**src/rtl/sdu_uart_rx_fifo.sv**
```systemverilog
// sdu_uart_rx_fifo: UART receiver with parity/stop checking, sticky errors and a FWFT FIFO
module sdu_uart_rx_fifo #(
  parameter int CLKS_PER_BIT = 868,
  parameter int DATA_W       = 8,
  parameter int PARITY       = 0,
  parameter int FIFO_DEPTH   = 16
) (
  input  logic                          clk,
  input  logic                          rst,
  input  logic                          rxd,
  output logic [DATA_W-1:0]             d_rx,
  output logic                          vld_rx,
  input  logic                          rdy_rx,
  output logic [$clog2(FIFO_DEPTH):0]   level,
  output logic                          frame_err,
  output logic                          parity_err,
  output logic                          overrun,
  input  logic                          clr_err
);
  localparam int CW = $clog2(CLKS_PER_BIT);
  localparam int BW = $clog2(DATA_W);
  localparam int AW = $clog2(FIFO_DEPTH);
  localparam int LW = AW + 1;
  typedef enum logic [2:0] {IDLE, START, DATA, PAR, STOP, BRK} st_t;
  st_t st, st_nx;
  logic rxd_m, rxd_s;
  logic [CW-1:0] cnt;
  logic [BW-1:0] bitn;
  logic [DATA_W-1:0] sh;
  logic par_bad, push_q, tick, last_bit, stop_smp, exp_par, full, pop, push_ok;
  logic [DATA_W-1:0] mem [FIFO_DEPTH];
  logic [AW-1:0] wr_ptr, rd_ptr;
  // two-flop synchroniser, idle-high so reset does not look like a start bit
  always_ff @(posedge clk)
    if (rst) {rxd_m, rxd_s} <= 2'b11;
    else {rxd_m, rxd_s} <= {rxd, rxd_m};
  // state register
  always_ff @(posedge clk)
    if (rst) st <= IDLE;
    else st <= st_nx;
  // next-state logic
  always_comb begin
    st_nx = st;
    case (st)
      IDLE:  st_nx = rxd_s ? IDLE : START;
      START: st_nx = tick ? (rxd_s ? IDLE : DATA) : START;
      DATA:  st_nx = (tick && last_bit) ? (PARITY != 0 ? PAR : STOP) : DATA;
      PAR:   st_nx = tick ? STOP : PAR;
      STOP:  st_nx = tick ? (rxd_s ? IDLE : BRK) : STOP;
      BRK:   st_nx = rxd_s ? IDLE : BRK;
      default: st_nx = IDLE;
    endcase
  end
  // FSM-derived strobes: start bit sampled at half period, the rest at full period
  always_comb begin
    tick = (st == START) ? (cnt == CW'(CLKS_PER_BIT/2 - 1)) : (cnt == CW'(CLKS_PER_BIT - 1));
    last_bit = bitn == BW'(DATA_W - 1);
    stop_smp = (st == STOP) && tick;
    exp_par = (PARITY == 1) ? ~^sh : ^sh;
  end
  // bit timer, data shifter and parity mismatch tracking
  always_ff @(posedge clk)
    if (rst) begin
      cnt <= '0;
      bitn <= '0;
      sh <= '0;
      par_bad <= 1'b0;
      push_q <= 1'b0;
    end else begin
      cnt <= (st == IDLE || st == BRK || tick) ? '0 : cnt + 1'b1;
      bitn <= (st == IDLE) ? '0 : (st == DATA && tick) ? bitn + 1'b1 : bitn;
      sh <= (st == DATA && tick) ? {rxd_s, sh[DATA_W-1:1]} : sh;
      par_bad <= (st == IDLE) ? 1'b0 : (st == PAR && tick) ? (rxd_s != exp_par) : par_bad;
      push_q <= stop_smp && rxd_s && !par_bad;
    end
  // sticky error flags, set wins over clear
  always_ff @(posedge clk)
    if (rst) {frame_err, parity_err, overrun} <= 3'b000;
    else begin
      frame_err <= (stop_smp && !rxd_s) || (frame_err && !clr_err);
      parity_err <= (stop_smp && rxd_s && par_bad) || (parity_err && !clr_err);
      overrun <= (push_q && full && !pop) || (overrun && !clr_err);
    end
  // FIFO status and head; a push into a full FIFO is fine when the head leaves the same cycle
  always_comb begin
    full = level == LW'(FIFO_DEPTH);
    vld_rx = level != '0;
    pop = vld_rx && rdy_rx;
    push_ok = push_q && (!full || pop);
    d_rx = vld_rx ? mem[rd_ptr] : '0;
  end
  // FIFO storage
  always_ff @(posedge clk)
    if (push_ok) mem[wr_ptr] <= sh;
  // FIFO pointers and fill level
  always_ff @(posedge clk)
    if (rst) begin
      wr_ptr <= '0;
      rd_ptr <= '0;
      level <= '0;
    end else begin
      wr_ptr <= push_ok ? wr_ptr + 1'b1 : wr_ptr;
      rd_ptr <= pop ? rd_ptr + 1'b1 : rd_ptr;
      level <= level + LW'(push_ok) - LW'(pop);
    end
endmodule

```
**config.mk**
```make
export PLATFORM = sky130hd
export DESIGN_NAME = sdu_uart_rx_fifo
export DESIGN_NICKNAME = d
export VERILOG_FILES = /design/src/rtl/sdu_uart_rx_fifo.sv
export SDC_FILE = /design/constraint.sdc
export NUM_CORES = 1
export LEC_CHECK = 0
export ABC_AREA = 1
export ABC_CLOCK_PERIOD_IN_PS = 2400
export CAP_MARGIN = 20
export CELL_PAD_IN_SITES_DETAIL_PLACEMENT = 0
export CELL_PAD_IN_SITES_GLOBAL_PLACEMENT = 2
export CORE_UTILIZATION = 37
export CTS_CLUSTER_SIZE = 20
export DETAILED_ROUTE_END_ITERATION = 16
export PLACE_DENSITY_LB_ADDON = 0.1
export RECOVER_POWER = 100
export SKIP_LAST_GASP = 1
export SLEW_MARGIN = 10
export SYNTH_ARGS = -nofsm -noshare
export SYNTH_HDL_FRONTEND = slang
export SYNTH_SLANG_ARGS = --single-unit
```
**constraint.sdc**
```tcl
create_clock -name clk -period 2.4 [get_ports clk]
set_clock_uncertainty 0.1 [all_clocks]
set_input_delay 0.6 -clock clk [delete_from_list [all_inputs] [get_ports clk]]
set_output_delay 0.6 -clock clk [all_outputs]
set_load 0.005 [all_outputs]
```
==> out/qor.yml <==
via_per_inst: 4.954
period_minus_slack_ns: 2.662
post-route-cell-area_mm2: 0.009575
p_int_mw: 6.294
grt_usage: 0.1917
hp-class: "reg2reg"
finalPower_mw: 8.824
sequentialPowerShare: 0.380
yosysSeqAreaShare: 0.6447
crit_cells: 8
cts_buffer_depth: 2
r2r_cells: 14
cp_slowest_cell: "dfxtp_4"
io_buffers: 21
synth-edff-count: 128
syn-cell-area_mm2: 0.007452
clkPwrFrac: 0.317
synthTopCellsByArea: "edfxtp_1 (52%), dfxtp_1 (13%), nor2_1 (6.9%)"
postPlaceCellArea_mm2: 0.008447
cp_cell_sequence: "buf_12 > inv_16 > buf_4 > o21bai_1 > o221ai_1 > nand3_1 > a21oi_2 > buf_2"
total_leakage_power_nw: 3.770
ir_drop_uv: 571.3
clock_sinks: 176
diodes: 0
die_w_um: 143.9
multi_input_area_mm2: 0.002611
gp_congestion: 0.7938
numCtsBuffers: 17
worstHoldStart: "rxd_m$_SDFF_PP1_"
async_flop_share: 0
cts_tree: "built"
nets: 792
drt-wirelength-per-cell_um: 17.70
io_pins: 22
final_hold_viol_count: 0
rsz0062_at_grt: "true"
crit_type: "reg2out"
clkTransAtPathRegs_ns: 0.07
cap_viol_max_count: 0
crit_family: "buffers and inverters"
status: "complete, but fails checks"
vias: 5197
netlist_instances: 675
hpwlAfterDp_mm: 11.43
rr_startpoint: "level[2]$_SDFF_PP0_"
grt_max_degree: 23
initialDrtViolationCount: 275
yosysWarningCount: 0
grt_pass1_vias: 5256
fill_cells: 1799
die_h_um: 143.9
synth_top_area_cell: "edfxtp_1"
syn_area_per_cell_um2: 11.04
r2r_slack_ns: -0.08
rr_endpoint: "level[4]$_SDFF_PP0_"
p_comb_frac: 0.303
switchingPower_mw: 2.530
worstSkewPairLatency_ns: 0.42
antenna_found_initial: 0
finalWorstSetupSlack_ns: -0.2624
crit_arrival_ns: 1.96
core-area_mm2: 0.01959
num_rows: 51
layout_commonest_cell: "nor2_1"
dieArea_mm2: 0.02071
violations: "setup timing"
switching_share: 0.2867
grt_pass1_wl_mm: 28.85
endpoint_kind: "output port"
ant_nets: 0
slew_viol_final: 0
crit_required_ns: 1.70
clock-root-buffer: "clkbuf_16"
ys_seq_elements: 176
synth_flop_cell: "edfxtp_1"
routed_wl_mm: 18.57
setup_viol: 10
regArea_mm2: 0.004815
slowest_delay_ns: 0.36
mostFrequentLayoutCells: "nor2_1 (135), edfxtp_1 (128), nand2_1 (57)"
drtPass1Iterations: 4
maxSlewHeadroom: 0.3686
start_util: 0.3804
cp.buffers_inverters: 4
p_per_area_mw_per_mm2: 921.5
critPathLaunchType: "flop"
worst_slew_pin_slew_ns: 0.9472
synth_cell_type_count: 36
htreeDepth: 4
drc: 0
grt_overflow: 0
synth_fp_nets: 695
drive_gt1_frac: 0.2372
critPathMaxFanout: 10
tns_ns: -1.727
cp-endpoint: "d_rx[3]"
cts_hold_buf: 0
area_delta_synth_final_pct: 28.49
clock.fmax_mhz: 375.6
yosys.area.top_type_share: 0.5158
min_period_over_period: 1.109
-- cell type report --
type	instances	share of cell area
Clock buffer	17	0.04443
Timing Repair Buffer	106	0.1056
Inverter	52	0.02261
Clock inverter	14	0.01725
Multi-Input combinational cell	419	0.2727
Tap cell	265	0.03463
Sequential cell	176	0.5028
-- state kept, by name, indices dropped and copies added (netlist names), 3 cells and up, named ones only --
| register | count |
|---|---|
| rd_ptr | 4 |
| cnt | 10 |
| wr_ptr | 4 |
| level | 5 |
| bitn | 3 |
| st | 3 |
| sh | 8 |
| mem | 128 |
-- worst min-delay path by stage --
stage,end,cells after the start
2_1_floorplan,rxd_s$_SDFF_PP1_,1
4_1_cts,rxd_s$_SDFF_PP1_,1
6_report,rxd_s$_SDFF_PP1_,1
3_3_place_gp,rxd_s$_SDFF_PP1_,1
3_5_place_dp,rxd_s$_SDFF_PP1_,1
5_1_grt,rxd_s$_SDFF_PP1_,1
-- kinds of logic after synthesis --
| family | Yosys count | share of synthesized area |
|---|---|---|
| buffers and inverters | 80 | 0.04332 |
| and+or+nand+nor | 249 | 0.1479 |
| AOI/OAI and AO/OA | 143 | 0.1237 |
| DFF | 176 | 0.6447 |
| adders and majority gates | 15 | 0.02619 |
| xor gates and xnor gates | 12 | 0.01410 |
-- metrics by stage --
stage | utilization | cells | setup WS [ns] | hold WS [ns]
final | 0.4888 | 1049 | -0.2624 | 0.3227
after global routing | 0.4888 | 1049 | -0.3227 | 0.3235
after CTS | 0.4860 | 1045 | -0.2879 | 0.3175
after detailed placement | 0.4312 | 999 | -0.4001 | 0.3011
after global placement | 0.4312 | 999 | -0.3666 | 0.2940
after floorplan | - | 675 | 0.001764 | 0.2895
-- metal layers --
| layer | up-vias | global-route usage | share of wire |
|---|---|---|---|
| li1 | 2568 | - | - |
| met3 | 16 | 0.03699 | 0.031 |
| met5 | - | 0 | 0 |
| met4 | 0 | 0.05991 | 0.013 |
| met1 | 2530 | 0.2470 | 0.46 |
| met2 | 83 | 0.3239 | 0.49 |
-- what timing repair did --
| item | CTS | global route |
|---|---|---|
| cloned | 6 | 3 |
| pin swaps | 42 | 38 |
| buffers inserted | 10 | 6 |
| setup endpoints to repair | 13 | 11 |
| gates resized for setup | 98 | 33 |
-- power groups by stage --
stage	Sequential, mW	Clock [mW]	Combinational (mW)
after floorplan	3.39	0	1.01
after global placement	3.39	0	1.89
after detailed placement	3.39	0	1.89
after CTS	3.35	2.87	2.47
after global routing	3.36	2.97	2.91
final	3.35	2.80	2.67
-- Yosys cell counts, types with 3 or more instances --
| master | number |
|---|---|
| nand2_1 | 58 |
| clkbuf_1 | 15 |
| nor3_1 | 5 |
| nand4_1 | 4 |
| dfxtp_1 | 48 |
| buf_2 | 9 |
| o21ai_0 | 48 |
| nand3_1 | 27 |
| a21oi_1 | 21 |
| inv_1 | 48 |
| nor2_1 | 136 |
| ha_1 | 14 |
| o21ai_1 | 7 |
| edfxtp_1 | 128 |
| inv_2 | 3 |
| nand2_2 | 3 |
| o221ai_1 | 32 |
| o21bai_1 | 32 |
| xor2_1 | 5 |
| xnor2_1 | 7 |
-- worst reg2reg max path, stage by stage, from the launching register on --
cell     delay (ns)
dfxtp_2        0.32
inv_2          0.08
ha_4           0.13
nor3b_4        0.18
nand2_1        0.13
nand2_2        0.12
inv_4          0.03
ha_1           0.31
inv_4          0.05
ha_4           0.16
fa_2           0.36
a21oi_4        0.14
o21ai_2        0.09
o21ai_1        0.11
a21oi_1        0.06
Note: power is estimated with default switching activity, not from simulation.
